File: config.mk
export PLATFORM = sky130hd
export DESIGN_NAME = bu_fetch_unit_flat
export DESIGN_NICKNAME = d
export VERILOG_FILES = /design/src/rtl/bu_pkg.sv /design/src/rtl/bu_fetch_unit_if.sv /design/src/rtl/bu_fetch_queue.sv /design/src/rtl/bu_fetch_unit.sv /design/src/flat_wrapper.sv
export SDC_FILE = /design/constraint.sdc
export NUM_CORES = 1
export LEC_CHECK = 0
export BUFFER_PORTS_ARGS = -buffer_cell sky130_fd_sc_hd__buf_2
export CELL_PAD_IN_SITES_DETAIL_PLACEMENT = 1
export CELL_PAD_IN_SITES_GLOBAL_PLACEMENT = 1
export CORE_MARGIN = 1
export CORE_UTILIZATION = 44
export CTS_CLUSTER_SIZE = 40
export DETAILED_ROUTE_END_ITERATION = 10
export PLACE_DENSITY = 0.9
export SYNTH_ARGS = -nofsm -noshare
export SYNTH_HDL_FRONTEND = slang
export SYNTH_SLANG_ARGS = --single-unit
export TNS_END_PERCENT = 5
File: constraint.sdc
create_clock -name clk -period 3.5 [get_ports clk]
set_input_delay 0.35 -clock clk [delete_from_list [all_inputs] [get_ports clk]]
set_output_delay 0.35 -clock clk [all_outputs]
set_load 0.02 [all_outputs]
File: src/rtl/bu_pkg.sv
`default_nettype none
// ============================================================================
// Module      : bu_pkg
// Description : Shared widths, reset PC, fetch FSM states and queue entry type
//               for the BU2020 instruction fetch unit.
// Revision    : 1.0 - initial release
// ============================================================================
package bu_pkg;

  localparam int ADDR_W = 12;
  localparam int DATA_W = 16;
  localparam logic [ADDR_W-1:0] RESET_PC = 12'h000;

  typedef enum logic [0:0] {
    IDLE = 1'b0,
    RUN  = 1'b1
  } fetch_state_t;

  typedef struct packed {
    logic [ADDR_W-1:0] pc;
    logic [DATA_W-1:0] instr;
  } fetch_entry_t;

  // Sequential fetch address; wraps from the top of memory back to zero.
  function automatic logic [ADDR_W-1:0] next_pc(input logic [ADDR_W-1:0] pc);
    return pc + ADDR_W'(1);
  endfunction

endpackage
`default_nettype wire

File: src/rtl/bu_fetch_unit_if.sv
`default_nettype none
// ============================================================================
// Module      : bu_fetch_unit_if
// Description : Memory read bus, instruction handshake and redirect signals
//               between the fetch unit (master) and core/memory (slave).
// Revision    : 1.0 - initial release
// ============================================================================
interface bu_fetch_unit_if;
  import bu_pkg::*;

  logic [ADDR_W-1:0] mem_addr;
  logic              mem_rd;
  logic [DATA_W-1:0] mem_rdata;
  logic              redirect;
  logic [ADDR_W-1:0] redirect_pc;
  logic [DATA_W-1:0] instr;
  logic [ADDR_W-1:0] instr_pc;
  logic              instr_valid;
  logic              instr_ready;

  modport master (
    output mem_addr, mem_rd, instr, instr_pc, instr_valid,
    input  mem_rdata, redirect, redirect_pc, instr_ready
  );

  modport slave (
    input  mem_addr, mem_rd, instr, instr_pc, instr_valid,
    output mem_rdata, redirect, redirect_pc, instr_ready
  );

endinterface
`default_nettype wire

File: src/rtl/bu_fetch_queue.sv
`default_nettype none
// ============================================================================
// Module      : bu_fetch_queue
// Description : Synchronous prefetch FIFO of fetch_entry_t. Flush beats push.
//               DEPTH must be a power of two, at least 2.
// Revision    : 1.0 - initial release
// ============================================================================
module bu_fetch_queue
  import bu_pkg::*;
#(
  parameter int DEPTH = 2
) (
  input  logic                     clk,
  input  logic                     rst_n,
  input  logic                     push,
  input  fetch_entry_t             push_entry,
  input  logic                     pop,
  input  logic                     flush,
  output fetch_entry_t             head,
  output logic [$clog2(DEPTH):0]   count,
  output logic                     full,
  output logic                     empty
);

  localparam int c_ptr_w = $clog2(DEPTH);
  localparam int c_cnt_w = c_ptr_w + 1;

  fetch_entry_t       r_mem [DEPTH];
  logic [c_ptr_w-1:0] r_rd_ptr;
  logic [c_ptr_w-1:0] r_wr_ptr;
  logic [c_cnt_w-1:0] r_count;
  logic               w_do_push;
  logic               w_do_pop;

  assign empty     = (r_count == '0);
  assign full      = (r_count == c_cnt_w'(DEPTH));
  assign count     = r_count;
  assign head      = r_mem[r_rd_ptr];
  assign w_do_pop  = pop & ~empty;
  assign w_do_push = push & (~full | w_do_pop);

  // Pointer/occupancy bookkeeping; flush empties the queue and wins over push.
  always_ff @(posedge clk or negedge rst_n) begin
    if (!rst_n) begin
      r_rd_ptr <= '0;
      r_wr_ptr <= '0;
      r_count  <= '0;
    end else if (flush) begin
      r_rd_ptr <= '0;
      r_wr_ptr <= '0;
      r_count  <= '0;
    end else begin
      if (w_do_pop)  r_rd_ptr <= r_rd_ptr + c_ptr_w'(1);
      if (w_do_push) r_wr_ptr <= r_wr_ptr + c_ptr_w'(1);
      case ({w_do_push, w_do_pop})
        2'b10:   r_count <= r_count + c_cnt_w'(1);
        2'b01:   r_count <= r_count - c_cnt_w'(1);
        default: r_count <= r_count;
      endcase
    end
  end

  // Entry storage; cleared on reset so the head reads zero out of reset.
  always_ff @(posedge clk or negedge rst_n) begin
    if (!rst_n) begin
      for (int i = 0; i < DEPTH; i++) r_mem[i] <= '0;
    end else if (w_do_push && !flush) begin
      r_mem[r_wr_ptr] <= push_entry;
    end
  end

endmodule
`default_nettype wire

File: src/rtl/bu_fetch_unit.sv
`default_nettype none
// ============================================================================
// Module      : bu_fetch_unit
// Description : BU2020 instruction fetch stage. Owns the PC, issues one read
//               per cycle, buffers returned words in a prefetch queue and
//               hands them to the core over valid/ready. Redirects flush.
//               Optional macro FETCH_STALL_CNT_EN adds the stall_cnt port.
// Revision    : 1.0 - initial release
// ============================================================================
module bu_fetch_unit #(
  parameter logic [bu_pkg::ADDR_W-1:0] RESET_PC = bu_pkg::RESET_PC,
  parameter int                        QDEPTH   = 2
) (
  input  logic             clk,
  input  logic             rst_n,
  input  logic             en,
  bu_fetch_unit_if.master  bus
`ifdef FETCH_STALL_CNT_EN
  ,
  output logic [15:0]      stall_cnt
`endif
);
  import bu_pkg::*;

  localparam int c_cnt_w = $clog2(QDEPTH) + 1;
  localparam int c_occ_w = c_cnt_w + 1;

  fetch_state_t       r_state;
  fetch_state_t       w_state_nxt;
  logic [ADDR_W-1:0]  r_fetch_pc;
  logic               r_inflight;
  logic [ADDR_W-1:0]  r_inflight_pc;
  logic               w_issue;
  logic               w_pop;
  logic               w_push;
  logic               w_room;
  logic [c_occ_w-1:0] w_occ;
  fetch_entry_t       w_head;
  fetch_entry_t       w_push_entry;
  logic [c_cnt_w-1:0] w_count;
  logic               w_full;
  logic               w_empty;

  assign w_pop        = ~w_empty & bus.instr_ready;
  // A redirect cancels the word returning this cycle: it belongs to the old path.
  assign w_push       = r_inflight & ~bus.redirect;
  assign w_push_entry = '{pc: r_inflight_pc, instr: bus.mem_rdata};
  // Occupancy the queue would have if nothing new were issued this cycle.
  assign w_occ        = c_occ_w'(w_count) + c_occ_w'(r_inflight) - c_occ_w'(w_pop);
  assign w_room       = (w_occ < c_occ_w'(QDEPTH));

  assign bus.mem_rd      = w_issue;
  assign bus.mem_addr    = r_fetch_pc;
  assign bus.instr       = w_head.instr;
  assign bus.instr_pc    = w_head.pc;
  assign bus.instr_valid = ~w_empty;

  // Fetch state register.
  always_ff @(posedge clk or negedge rst_n) begin
    if (!rst_n) r_state <= IDLE;
    else        r_state <= w_state_nxt;
  end

  // Next state follows en; reads are issued only in RUN when the queue has room.
  always_comb begin
    w_state_nxt = r_state;
    w_issue     = 1'b0;
    case (r_state)
      IDLE: begin
        if (en) w_state_nxt = RUN;
      end
      RUN: begin
        if (!en) w_state_nxt = IDLE;
        w_issue = ~bus.redirect & w_room;
      end
      default: w_state_nxt = IDLE;
    endcase
  end

  // PC and single outstanding read tracking; redirect overrides sequential fetch.
  always_ff @(posedge clk or negedge rst_n) begin
    if (!rst_n) begin
      r_fetch_pc    <= RESET_PC;
      r_inflight    <= 1'b0;
      r_inflight_pc <= '0;
    end else begin
      r_inflight <= w_issue;
      if (w_issue) r_inflight_pc <= r_fetch_pc;
      if (bus.redirect)  r_fetch_pc <= bus.redirect_pc;
      else if (w_issue)  r_fetch_pc <= next_pc(r_fetch_pc);
    end
  end

  bu_fetch_queue #(
    .DEPTH (QDEPTH)
  ) u_queue (
    .clk        (clk),
    .rst_n      (rst_n),
    .push       (w_push & (~w_full | w_pop)),
    .push_entry (w_push_entry),
    .pop        (w_pop),
    .flush      (bus.redirect),
    .head       (w_head),
    .count      (w_count),
    .full       (w_full),
    .empty      (w_empty)
  );

  // The issue rule must never let a returning word meet a full, non-draining queue.
  a_no_overflow: assert property (@(posedge clk) disable iff (!rst_n)
    !(w_push && w_full && !w_pop));

`ifdef FETCH_STALL_CNT_EN
  logic [15:0] r_stall_cnt;

  // Count cycles where the core holds off a valid instruction; saturating.
  always_ff @(posedge clk or negedge rst_n) begin
    if (!rst_n) begin
      r_stall_cnt <= '0;
    end else if (!w_empty && !bus.instr_ready && (r_stall_cnt != 16'hFFFF)) begin
      r_stall_cnt <= r_stall_cnt + 16'd1;
    end
  end

  assign stall_cnt = r_stall_cnt;
`endif

endmodule
`default_nettype wire
File: src/flat_wrapper.sv
// flat-port wrapper written by rule: the top's interface ports become plain ports
module bu_fetch_unit_flat import bu_pkg::*;
#(
  parameter logic [bu_pkg::ADDR_W-1:0] RESET_PC = bu_pkg::RESET_PC,
  parameter int                        QDEPTH   = 2
)
  (clk, rst_n, en, bus_mem_addr, bus_mem_rd, bus_instr, bus_instr_pc, bus_instr_valid, bus_mem_rdata, bus_redirect, bus_redirect_pc, bus_instr_ready);
  bu_fetch_unit_if bus_i ();
  input  logic clk;
  input  logic rst_n;
  input  logic en;
  output wire logic [$bits(bus_i.mem_addr)-1:0] bus_mem_addr;
  output wire logic [$bits(bus_i.mem_rd)-1:0] bus_mem_rd;
  output wire logic [$bits(bus_i.instr)-1:0] bus_instr;
  output wire logic [$bits(bus_i.instr_pc)-1:0] bus_instr_pc;
  output wire logic [$bits(bus_i.instr_valid)-1:0] bus_instr_valid;
  input wire logic [$bits(bus_i.mem_rdata)-1:0] bus_mem_rdata;
  input wire logic [$bits(bus_i.redirect)-1:0] bus_redirect;
  input wire logic [$bits(bus_i.redirect_pc)-1:0] bus_redirect_pc;
  input wire logic [$bits(bus_i.instr_ready)-1:0] bus_instr_ready;
  assign bus_mem_addr = bus_i.mem_addr;
  assign bus_mem_rd = bus_i.mem_rd;
  assign bus_instr = bus_i.instr;
  assign bus_instr_pc = bus_i.instr_pc;
  assign bus_instr_valid = bus_i.instr_valid;
  assign bus_i.mem_rdata = bus_mem_rdata;
  assign bus_i.redirect = bus_redirect;
  assign bus_i.redirect_pc = bus_redirect_pc;
  assign bus_i.instr_ready = bus_instr_ready;
  bu_fetch_unit #(.RESET_PC(RESET_PC), .QDEPTH(QDEPTH)) u_core (.clk(clk), .rst_n(rst_n), .en(en), .bus(bus_i));
endmodule
==> impl_metrics.json <==
{
  "antenna_found_initial": 0,
  "core_sq_mm": 0.00834,
  "synthTopCellsByArea": "dfrtp_1, mux2_2, nand2_1, o311ai_0, nand3_1",
  "cap_viol_max_count": 0,
  "syn_to_final_growth_pct": 19.2,
  "drive_gt1_frac": 0.488,
  "synth_fp_nets": 342,
  "die-area_sq_mm": 0.00916,
  "synthTopCellsByCount": "dfrtp_1, mux2_2, nand2_1",
  "rows": 33,
  "diodes": 0,
  "start_util": 0.463,
  "slew_violations": 0,
  "dp.cells": 478,
  "period_minus_slack_ps": 3390,
  "place.gp.congestion": 0.884,
  "setup_viol": 0,
  "gr-total-overflow": 0,
  "slew-limit-headroom": 0.273,
  "h-tree-depth": 3,
  "status": "finished, final reports clean",
  "clk_pin_slew_worst_paths_ps": 90,
  "hold_depth": 1,
  "r2r_start": "u_core.u_queue.count[0]",
  "insertion_delay_ps": 340,
  "drt-initial-drc-count": 131,
  "fmax_mhz": 295,
  "path_cells": "or2_2 > and2_1 > ha_1 > nand2b_1 > fa_1 > nand2_4 > or3_4 > inv_6 > buf_4",
  "ir_worst_vdd_mv": 0.243,
  "dpl_cell_area_sq_mm": 0.00436,
  "hold_path_end": "u_core.r_state",
  "p_leak_nw": 2.21,
  "cp-startpoint": "u_core.u_queue.count[0]",
  "worst_ep_required_time_ps": 3150,
  "yosysWarnings": 0,
  "yosysSeqAreaShare": 0.557,
  "hpwl_um": 6150,
  "slowest_stage": "fa_1",
  "yosysUniqueCellTypes": 39,
  "ctsHoldBuffers": 0,
  "hold_start": "en",
  "place_worst_setup_slack_ps": 196,
  "reg2reg_to": "u_core.bus.mem_addr[8]",
  "max_stage_delay_ps": 530,
  "min_path_type": "input pin to register",
  "root_buffer": "clkbuf_8",
  "num_vias": 2759,
  "drc": 0,
  "synth_most_common_cell": "dfrtp_1",
  "final.fill_count": 908,
  "worst-endpoint-arrival_ps": 3040,
  "nets": 422,
  "p_per_area_mw_per_mm2": 648,
  "cts_tree": "yes",
  "synth_edf_count": 0,
  "ys_seq_elements": 86,
  "tightest_slew_ps": 1090,
  "wl_um": 9190,
  "fin_worst_skew_ps": 7.91,
  "worst_hold_slack_ps": 113,
  "hold_viol": 0,
  "stdcell_count": 496,
  "boundaryPins": 75,
  "cts_buffers": 9,
  "setup_ws_ps": 111,
  "grt_usage": 0.219,
  "die_h_um": 95.7,
  "ant_nets": 0,
  "die_x_um": 95.7,
  "stdcell_area_sq_mm": 0.00460,
  "cp-start-kind": "register",
  "grt_pass1_wl_um": 15000,
  "grt_max_degree": 87,
  "syn_area_per_cell_sq_um": 12.6,
  "criticalPathCategory": "register to primary output",
  "post_drt_wl_per_cell_um": 18.5,
  "synthArstFlopShare": 1.00,
  "cts_buffer_depth": 2,
  "cts_sinks": 86,
  "reg2reg_depth": 10,
  "first_global_vias": 3014,
  "fin_crit_sh": 0.968,
  "netlist_instances": 306,
  "numPortBuffers": 74,
  "r2r_slack_ps": 130,
  "yosys.area.top_type": "dfrtp_1",
  "cp_max_fo": 10,
  "synth_top_area_frac": 0.557,
  "avgViaCountPerCell": 5.56,
  "firstDrtPassIters": 4,
  "netlist_area_sq_mm": 0.00386,
  "endpoint_kind": "primary output",
  "ys_dominant_reg_cell": "dfrtp_1"
}
-- cells by family after synthesis --
group                      after synthesis  synth area share
xor gates and xnor gates                 4           0.00907
DFF                                     86             0.557
buffers and inverters                   20            0.0220
and+or+nand+nor                         78            0.0946
AOI/OAI and AO/OA                       30            0.0567
muxes                                   85             0.249
adders and majority gates                3            0.0117
-- worst max path at each step --
stage	end	slack, ps	cells past startpoint
after floorplan	bus_mem_rd	180	10
after global placement	u_core.bus.mem_addr[8]	310	9
after detailed placement	u_core.bus.mem_addr[8]	200	9
after CTS	bus_mem_rd	0.4	9
after global routing	bus_mem_rd	-20	9
final	bus_mem_rd	110	9
-- timing repair --
action,4_1_cts,5_1_grt
endpoints found under the setup margin,1,1
buffers inserted,0,2
resized for setup,2,6
cloned,0,0
pin swaps,0,1
-- sequential cells by signal (all words and copies together), names as in the netlist --
| register | cells |
|---|---|
| u_core.u_queue.r_rd_ptr | 1 |
| u_core.u_queue.r_wr_ptr | 1 |
| u_core.bus.mem_addr | 12 |
| u_core.r_inflight_pc | 12 |
| u_core.u_queue.r_mem | 56 |
| u_core.r_state | 1 |
| u_core.u_queue.count | 2 |
| u_core.r_inflight | 1 |
-- area by class of cell --
class	count	area [sq um]	area share
multi-input combinational	200	1650	0.359
clock buffer	10	128	0.0277
sequential	86	2150	0.468
timing repair buffer	83	443	0.0962
inverter	6	27.5	0.00598
clock inverter	6	70.1	0.0152
tap	105	131	0.0285
-- through the flow --
| step | setup TNS, ps | util | power (mW) |
|---|---|---|---|
| 6_report | 0 | 0.552 | 2.99 |
| 5_1_grt | -16.8 | 0.552 | 3.17 |
| 4_1_cts | 0 | 0.548 | 3.02 |
| 3_5_place_dp | 0 | 0.523 | 2.31 |
| 3_3_place_gp | 0 | 0.523 | 2.24 |
| 2_1_floorplan | 0 | - | 2.00 |
-- report_power, final --
group / switching, mW / internal, mW
clock: 0.365 / 0.335
sequential: 0.171 / 1.26
combinational: 0.437 / 0.414
-- critical path, delay by kind of cell (launching register included) --
kind / cells / cell delay [ps]
AND/OR/NAND/NOR: 5 / 1180
adder cells (fa/ha/maj): 2 / 790
flip-flops: 1 / 450
buffers and inverters: 2 / 270
-- layout by cell type (no fill, tap or decap), drive strengths merged, types with 4 or more instances in the layout --
cell,count
inv,8
nand3,9
buf,83
nand2,46
clkbuf,10
dfrtp,86
or3,4
o311ai,9
and3,4
o21ai,8
mux2,85
-- routing by layer --
layer	GRT usage	share of wire	vias up
met5	0	0	-
met4	0.0721	0.016	0
met3	0.0482	0.057	11
met2	0.383	0.52	87
met1	0.269	0.41	1412
li1	-	-	1249
Note: power is estimated with default switching activity, not from simulation.
